`src/rtl/nibble_serial_adder.sv`:
```
// nibble_serial_adder: WIDTH-bit unsigned adder that reuses a single 4-bit
// carry-select slice for N = WIDTH/4 clock cycles. The least-significant
// nibble goes first, and the carry between nibbles is held in a register.
// There is a valid/ready handshake on the operand side and on the result side.

// carry_select: 4-bit adder slice. The low two bits ripple. The high two bits
// are computed twice, once for each possible carry, and the low carry picks one.
module carry_select (
  input  logic [3:0] a_i,
  input  logic [3:0] b_i,
  input  logic       c_i,
  output logic [3:0] sum_o,
  output logic       cout_o
);

  logic [2:0] lo_sum;
  logic [2:0] hi_sum0;
  logic [2:0] hi_sum1;
  logic [2:0] hi_sel;

  // Low pair ripples from the carry-in; high pair is speculated for both carries
  always_comb begin
    lo_sum  = {1'b0, a_i[1:0]} + {1'b0, b_i[1:0]} + {2'b00, c_i};
    hi_sum0 = {1'b0, a_i[3:2]} + {1'b0, b_i[3:2]};
    hi_sum1 = {1'b0, a_i[3:2]} + {1'b0, b_i[3:2]} + 3'd1;
    hi_sel  = lo_sum[2] ? hi_sum1 : hi_sum0;
    sum_o   = {hi_sel[1:0], lo_sum[1:0]};
    cout_o  = hi_sel[2];
  end

endmodule

module nibble_serial_adder #(
  parameter int WIDTH = 16
) (
  input  logic             clk,
  input  logic             rst_n,
  input  logic             in_valid,
  output logic             in_ready,
  input  logic [WIDTH-1:0] a,
  input  logic [WIDTH-1:0] b,
  input  logic             cin,
  output logic             out_valid,
  input  logic             out_ready,
  output logic [WIDTH-1:0] sum,
  output logic             cout
);

  localparam int N     = WIDTH / 4;
  localparam int IDX_W = (N > 1) ? $clog2(N) : 1;
  localparam logic [IDX_W-1:0] LAST_IDX = IDX_W'(N - 1);

  typedef enum logic [1:0] {
    IDLE = 2'd0,
    RUN  = 2'd1,
    DONE = 2'd2
  } state_t;

  state_t           state_q, state_d;
  logic [WIDTH-1:0] a_q, a_d;
  logic [WIDTH-1:0] b_q, b_d;
  logic             carry_q, carry_d;
  logic [IDX_W-1:0] idx_q, idx_d;
  logic [WIDTH-1:0] sum_q, sum_d;
  logic             cout_q, cout_d;

  logic [3:0]       a_nib;
  logic [3:0]       b_nib;
  logic [3:0]       slice_sum;
  logic             slice_cout;

  // Select the nibble of each stored operand that the current step works on
  always_comb begin
    a_nib = 4'h0;
    b_nib = 4'h0;
    for (int i = 0; i < N; i++) begin
      if (idx_q == IDX_W'(i)) begin
        a_nib = a_q[4*i +: 4];
        b_nib = b_q[4*i +: 4];
      end
    end
  end

  carry_select u_slice (
    .a_i    (a_nib),
    .b_i    (b_nib),
    .c_i    (carry_q),
    .sum_o  (slice_sum),
    .cout_o (slice_cout)
  );

  // Next-state and datapath update. Every register holds its value unless this step writes it.
  always_comb begin
    state_d = state_q;
    a_d     = a_q;
    b_d     = b_q;
    carry_d = carry_q;
    idx_d   = idx_q;
    sum_d   = sum_q;
    cout_d  = cout_q;

    unique case (state_q)
      IDLE: begin
        if (in_valid) begin
          a_d     = a;
          b_d     = b;
          carry_d = cin;
          idx_d   = '0;
          state_d = RUN;
        end
      end

      RUN: begin
        for (int i = 0; i < N; i++) begin
          if (idx_q == IDX_W'(i)) begin
            sum_d[4*i +: 4] = slice_sum;
          end
        end
        carry_d = slice_cout;
        if (idx_q == LAST_IDX) begin
          cout_d  = slice_cout;
          state_d = DONE;
        end else begin
          idx_d = idx_q + IDX_W'(1);
        end
      end

      DONE: begin
        if (out_ready) begin
          state_d = IDLE;
        end
      end

      default: begin
        state_d = IDLE;
      end
    endcase
  end

  // State register. A reset drops any operation in flight and clears the datapath.
  always_ff @(posedge clk) begin
    if (!rst_n) begin
      state_q <= IDLE;
      a_q     <= '0;
      b_q     <= '0;
      carry_q <= 1'b0;
      idx_q   <= '0;
      sum_q   <= '0;
      cout_q  <= 1'b0;
    end else begin
      state_q <= state_d;
      a_q     <= a_d;
      b_q     <= b_d;
      carry_q <= carry_d;
      idx_q   <= idx_d;
      sum_q   <= sum_d;
      cout_q  <= cout_d;
    end
  end

  // Handshake outputs decode from the state alone, so no input reaches them combinationally
  always_comb begin
    in_ready  = (state_q == IDLE);
    out_valid = (state_q == DONE);
    sum       = sum_q;
    cout      = cout_q;
  end

endmodule

```
`config.mk`:
```
export PLATFORM = sky130hd
export DESIGN_NAME = nibble_serial_adder
export DESIGN_NICKNAME = d
export VERILOG_FILES = /design/src/rtl/nibble_serial_adder.sv
export SDC_FILE = /design/constraint.sdc
export NUM_CORES = 1
export LEC_CHECK = 0
export ABC_AREA = 1
export BUFFER_PORTS_ARGS = -buffer_cell sky130_fd_sc_hd__buf_2
export CAP_MARGIN = 20
export CORE_AREA = 8 8 87 89
export DETAILED_ROUTE_END_ITERATION = 7
export DIE_AREA = 0 0 95 97
export SYNTH_ARGS = -nofsm -noshare
export SYNTH_HDL_FRONTEND = slang
export SYNTH_HIERARCHICAL = 1
export SYNTH_SLANG_ARGS = --single-unit
```
`constraint.sdc`:
```
create_clock -name clk -period 2.35 [get_ports clk]
set_input_delay 0.1175 -clock clk [delete_from_list [all_inputs] [get_ports clk]]
set_output_delay 0.1175 -clock clk [all_outputs]
set_load 0.01 [all_outputs]
```
==> metrics.txt <==
# TYPE chip_impl_metric gauge
chip_impl_info{name="status",value="complete, but fails checks"} 1
chip_impl_info{name="failed_checks",value="negative setup slack"} 1
chip_impl_metric{name="netSwitchingFraction",unit="%"} 29.49
chip_impl_info{name="synth_commonest_cells",value="sky130_fd_sc_hd__nor2_1 (102), sky130_fd_sc_hd__dfxtp_1 (54), sky130_fd_sc_hd__o21ai_0 (50)"} 1
chip_impl_metric{name="total_standard_cell_area_after_synthesis",unit="mm^2"} 0.002419
chip_impl_metric{name="post-place-ws",unit="ns"} -0.2729
chip_impl_metric{name="gp_congestion",unit=""} 0.8420
chip_impl_metric{name="die_width",unit="um"} 95
chip_impl_info{name="ys_dominant_reg_cell",value="sky130_fd_sc_hd__dfxtp_1"} 1
chip_impl_info{name="hold_path_class",value="primary input to flip-flop"} 1
chip_impl_info{name="critical_path_class",value="flip-flop to flip-flop"} 1
chip_impl_metric{name="clock_h_tree_levels",unit=""} 2
chip_impl_metric{name="die_area",unit="mm^2"} 0.009215
chip_impl_metric{name="cts-hold-fix-buffers",unit=""} 0
chip_impl_metric{name="diodes",unit=""} 0
chip_impl_metric{name="max_cap_viol_count",unit=""} 0
chip_impl_metric{name="clkSinkCount",unit=""} 54
chip_impl_metric{name="drt.antenna.violating_nets",unit=""} 0
chip_impl_info{name="yosys.cell_count.top_type",value="sky130_fd_sc_hd__nor2_1"} 1
chip_impl_metric{name="asyncSetResetFlopFracSynth",unit="%"} 0
chip_impl_metric{name="synth_sequential_area_ratio",unit="%"} 44.70
chip_impl_metric{name="clock.fmax",unit="MHz"} 420.8
chip_impl_metric{name="max-slew-margin-rel",unit="%"} 54.67
chip_impl_metric{name="drt_pre_antenna_iters",unit=""} 4
chip_impl_metric{name="syn-mean-instance-area",unit="um^2"} 7.220
chip_impl_metric{name="power_density",unit="mW/mm^2"} 705.4
chip_impl_metric{name="final_net_count",unit=""} 446
chip_impl_metric{name="power.clock.fraction",unit="%"} 28.4
chip_impl_metric{name="synth_edf_count",unit=""} 0
chip_impl_metric{name="cell_internal_pwr",unit="mW"} 1.571
chip_impl_metric{name="insertion_delay",unit="ns"} 0.30
chip_impl_metric{name="hpwl",unit="um"} 4486
chip_impl_metric{name="drive_above_1_share",unit="%"} 31.75
chip_impl_metric{name="layout_min_cycle_time",unit="ns"} 2.377
chip_impl_metric{name="vias",unit=""} 2277
chip_impl_metric{name="flow.area_growth_from_synthesis",unit="%"} 30.63
chip_impl_metric{name="syn-instance-count",unit=""} 335
chip_impl_metric{name="drt_drc_violations_left",unit=""} 0
chip_impl_metric{name="power_frac_comb",unit="%"} 25.3
chip_impl_metric{name="boundaryPins",unit=""} 56
chip_impl_metric{name="timing.final.crit_share",unit="%"} 101.1
chip_impl_metric{name="final-setup-viol-count",unit=""} 1
chip_impl_metric{name="numCtsBuffers",unit=""} 5
chip_impl_info{name="rsz0062_at_grt",value="true"} 1
chip_impl_metric{name="power_frac_seq",unit="%"} 46.2
chip_impl_metric{name="start_util",unit="%"} 38.98
chip_impl_metric{name="floorplan.die.height",unit="um"} 97
chip_impl_info{name="cell_taking_the_most_area_after_synthesis",value="sky130_fd_sc_hd__dfxtp_1"} 1
chip_impl_metric{name="cts-root-to-sink-buffers",unit=""} 2
chip_impl_info{name="synth_area_leaders",value="sky130_fd_sc_hd__dfxtp_1 (45%), sky130_fd_sc_hd__nor2_1 (16%), sky130_fd_sc_hd__o21ai_0 (10%), sky130_fd_sc_hd__nand2_1 (5.3%), sky130_fd_sc_hd__inv_1 (3.4%)"} 1
chip_impl_metric{name="postLayoutSetupSlackWorst",unit="ns"} -0.02651
chip_impl_metric{name="dpl_cells",unit=""} 465
chip_impl_info{name="clk_root_buffer_cell",value="sky130_fd_sc_hd__clkbuf_8"} 1
chip_impl_metric{name="routedWlPerCell",unit="um"} 13.16
chip_impl_metric{name="p_total",unit="mW"} 2.229
chip_impl_metric{name="fp.coreArea",unit="mm^2"} 0.006205
chip_impl_metric{name="grt_max_degree",unit=""} 50
chip_impl_metric{name="n_fill_cell",unit=""} 632
chip_impl_metric{name="first_global_vias",unit=""} 2302
chip_impl_metric{name="number_of_storage_elements_in_the_synthesis_netlist",unit=""} 54
chip_impl_metric{name="grt_resource_usage_total",unit="%"} 14.32
chip_impl_metric{name="io_buffer_count",unit=""} 55
chip_impl_metric{name="clkSlewWorstSetupHoldPaths",unit="ns"} 0.09
chip_impl_info{name="critical_path.endpoint_type",value="flip-flop"} 1
chip_impl_metric{name="grt_pass1_wl",unit="um"} 10710
chip_impl_metric{name="final_hold_violating_endpoints",unit=""} 0
chip_impl_metric{name="timing.clock.skew",unit="ns"} 0.009626
chip_impl_metric{name="dpl_cell_area",unit="mm^2"} 0.002816
chip_impl_metric{name="drt_iter0_drc",unit=""} 155
chip_impl_metric{name="postLayoutCellArea",unit="mm^2"} 0.003159
chip_impl_metric{name="worstMarginPinSlew",unit="ns"} 0.6800
chip_impl_metric{name="number_of_antenna_violations_at_the_first_check_in_global_routing",unit=""} 0
chip_impl_metric{name="syn_nets",unit=""} 381
chip_impl_metric{name="ys_warn_count",unit=""} 6
chip_impl_metric{name="grt_remaining_overflow",unit=""} 0
chip_impl_metric{name="peakVddDrop",unit="mV"} 0.3165
chip_impl_metric{name="worstPathMaxFanout",unit=""} 7
chip_impl_metric{name="leakagePower",unit="nW"} 1.463
chip_impl_metric{name="num_rows",unit=""} 29
chip_impl_metric{name="crit_required",unit="ns"} 2.59
chip_impl_metric{name="power.switching",unit="mW"} 0.6573
chip_impl_metric{name="final_count_of_pins_violating_max_slew",unit=""} 0
chip_impl_metric{name="yosysTopAreaCellShare",unit="%"} 44.70
chip_impl_info{name="type_of_element_launching_the_critical_path",value="flip-flop"} 1
chip_impl_metric{name="drt-total-wl",unit="um"} 6278
chip_impl_metric{name="critical_path_arrival",unit="ns"} 2.61
chip_impl_metric{name="via_per_inst",unit=""} 4.774
chip_impl_metric{name="synth.distinct_cells",unit=""} 21
chip_impl_info{name="tritoncts",value="done"} 1
chip_impl_metric{name="post_layout_nonfiller_instances",unit=""} 477
[layer usage]
metal	wire (um)	up-vias	track usage, %
li1	-	1200	-
met5	0	-	0
met1	2777	1029	17.10
met3	276	7	3.787
met4	96	0	4.928
met2	3128	41	23.88
[metrics by stage]
step | util (%) | setup TNS [ns] | hold WS, ns
CTS | 49.34 | -0.03370 | 0.04031
finish | 50.92 | -0.02651 | 0.04486
global placement | 45.39 | -2.038 | 0.3629
floorplan | - | -0.03466 | 0.2655
detailed placement | 45.39 | -2.665 | 0.3622
global route | 50.92 | -0.8177 | 0.04630
[power groups by stage]
stage          Combinational, mW  Clock [mW]  Sequential [mW]
4_1_cts                    0.520       0.644             1.03
5_1_grt                    0.634       0.682             1.04
2_1_floorplan              0.296           0             1.04
3_5_place_dp               0.453           0             1.04
6_report                   0.565       0.634             1.03
3_3_place_gp               0.446           0             1.04
[cell usage in the layout (no fill, tap or decap)]
cell	instances
sky130_fd_sc_hd__nor2_1	99
sky130_fd_sc_hd__buf_2	55
sky130_fd_sc_hd__dfxtp_1	52
sky130_fd_sc_hd__o21ai_0	44
sky130_fd_sc_hd__nand2_1	30
sky130_fd_sc_hd__buf_4	16
sky130_fd_sc_hd__inv_1	14
sky130_fd_sc_hd__a21oi_1	10
sky130_fd_sc_hd__nand3_1	10
sky130_fd_sc_hd__a21o_1	8
sky130_fd_sc_hd__o21ai_1	6
sky130_fd_sc_hd__clkbuf_8	6
sky130_fd_sc_hd__a21oi_2	5
sky130_fd_sc_hd__nand2_2	5
sky130_fd_sc_hd__inv_2	5
sky130_fd_sc_hd__nand3_2	4
sky130_fd_sc_hd__o21ai_2	4
sky130_fd_sc_hd__nor2_2	4
sky130_fd_sc_hd__ha_4	4
sky130_fd_sc_hd__inv_6	3
sky130_fd_sc_hd__fa_2	3
sky130_fd_sc_hd__inv_4	2
sky130_fd_sc_hd__ha_2	2
sky130_fd_sc_hd__dfxtp_4	2
sky130_fd_sc_hd__buf_6	2
sky130_fd_sc_hd__nor2_4	1
sky130_fd_sc_hd__nand2_4	1
sky130_fd_sc_hd__bufinv_16	1
sky130_fd_sc_hd__o21ai_4	1
sky130_fd_sc_hd__xor2_4	1
[cell families after synthesis]
family | Yosys count | synth area share (%)
compound gates | 78 | 16.97
fa+ha+maj | 9 | 5.587
flops | 54 | 44.70
xor+xnor | 1 | 0.3622
buf+inv | 39 | 6.932
simple gates | 154 | 25.45
[critical path, cell delays in order, from the launching register on]
cell and delay, ns:
sky130_fd_sc_hd__dfxtp_4 0.39, sky130_fd_sc_hd__inv_4 0.06, sky130_fd_sc_hd__ha_4 0.20, sky130_fd_sc_hd__inv_6 0.09, sky130_fd_sc_hd__nand3_2 0.06, sky130_fd_sc_hd__a21o_1 0.16
sky130_fd_sc_hd__nand2_1 0.07, sky130_fd_sc_hd__ha_2 0.18, sky130_fd_sc_hd__fa_2 0.46, sky130_fd_sc_hd__ha_4 0.28, sky130_fd_sc_hd__nand2_2 0.06, sky130_fd_sc_hd__o21ai_4 0.09
sky130_fd_sc_hd__nand2_1 0.09, sky130_fd_sc_hd__a21oi_2 0.13
[flip-flops by register name (all words and copies together), names as in the netlist]
signal   flops
idx_q        2
sum         16
state_q      2
a_q         16
carry_q      1
b_q         16
cout         1
[final timing paths]
check                               from  endpoint  slack (ns)  cells past startpoint
worst min-delay path               a[11]   a_q[11]        0.04                      3
worst min register to register    sum[0]    sum[0]        0.47                      2
worst max-delay path            idx_q[1]    sum[3]       -0.03                     13
worst max register to register  idx_q[1]    sum[3]       -0.03                     13
[repair_timing]
item | in CTS | in global routing
gates resized for setup | 34 | 25
endpoints found under the setup margin | 14 | 14
pin swaps | 15 | 16
setup buffers | 4 | 2
[final cells by class]
type / instances / area (um^2) / share of cell area (%)
clock inverter: 1 / 30.03 / 0.9505
timing repair buffer: 73 / 417.9 / 13.23
multi-input combinational: 242 / 1334 / 42.22
tap: 77 / 96.34 / 3.050
sequential: 54 / 1089 / 34.46
clock buffer: 6 / 82.58 / 2.614
inverter: 24 / 110.1 / 3.485
No activity file was read; power rests on OpenSTA's default activity.
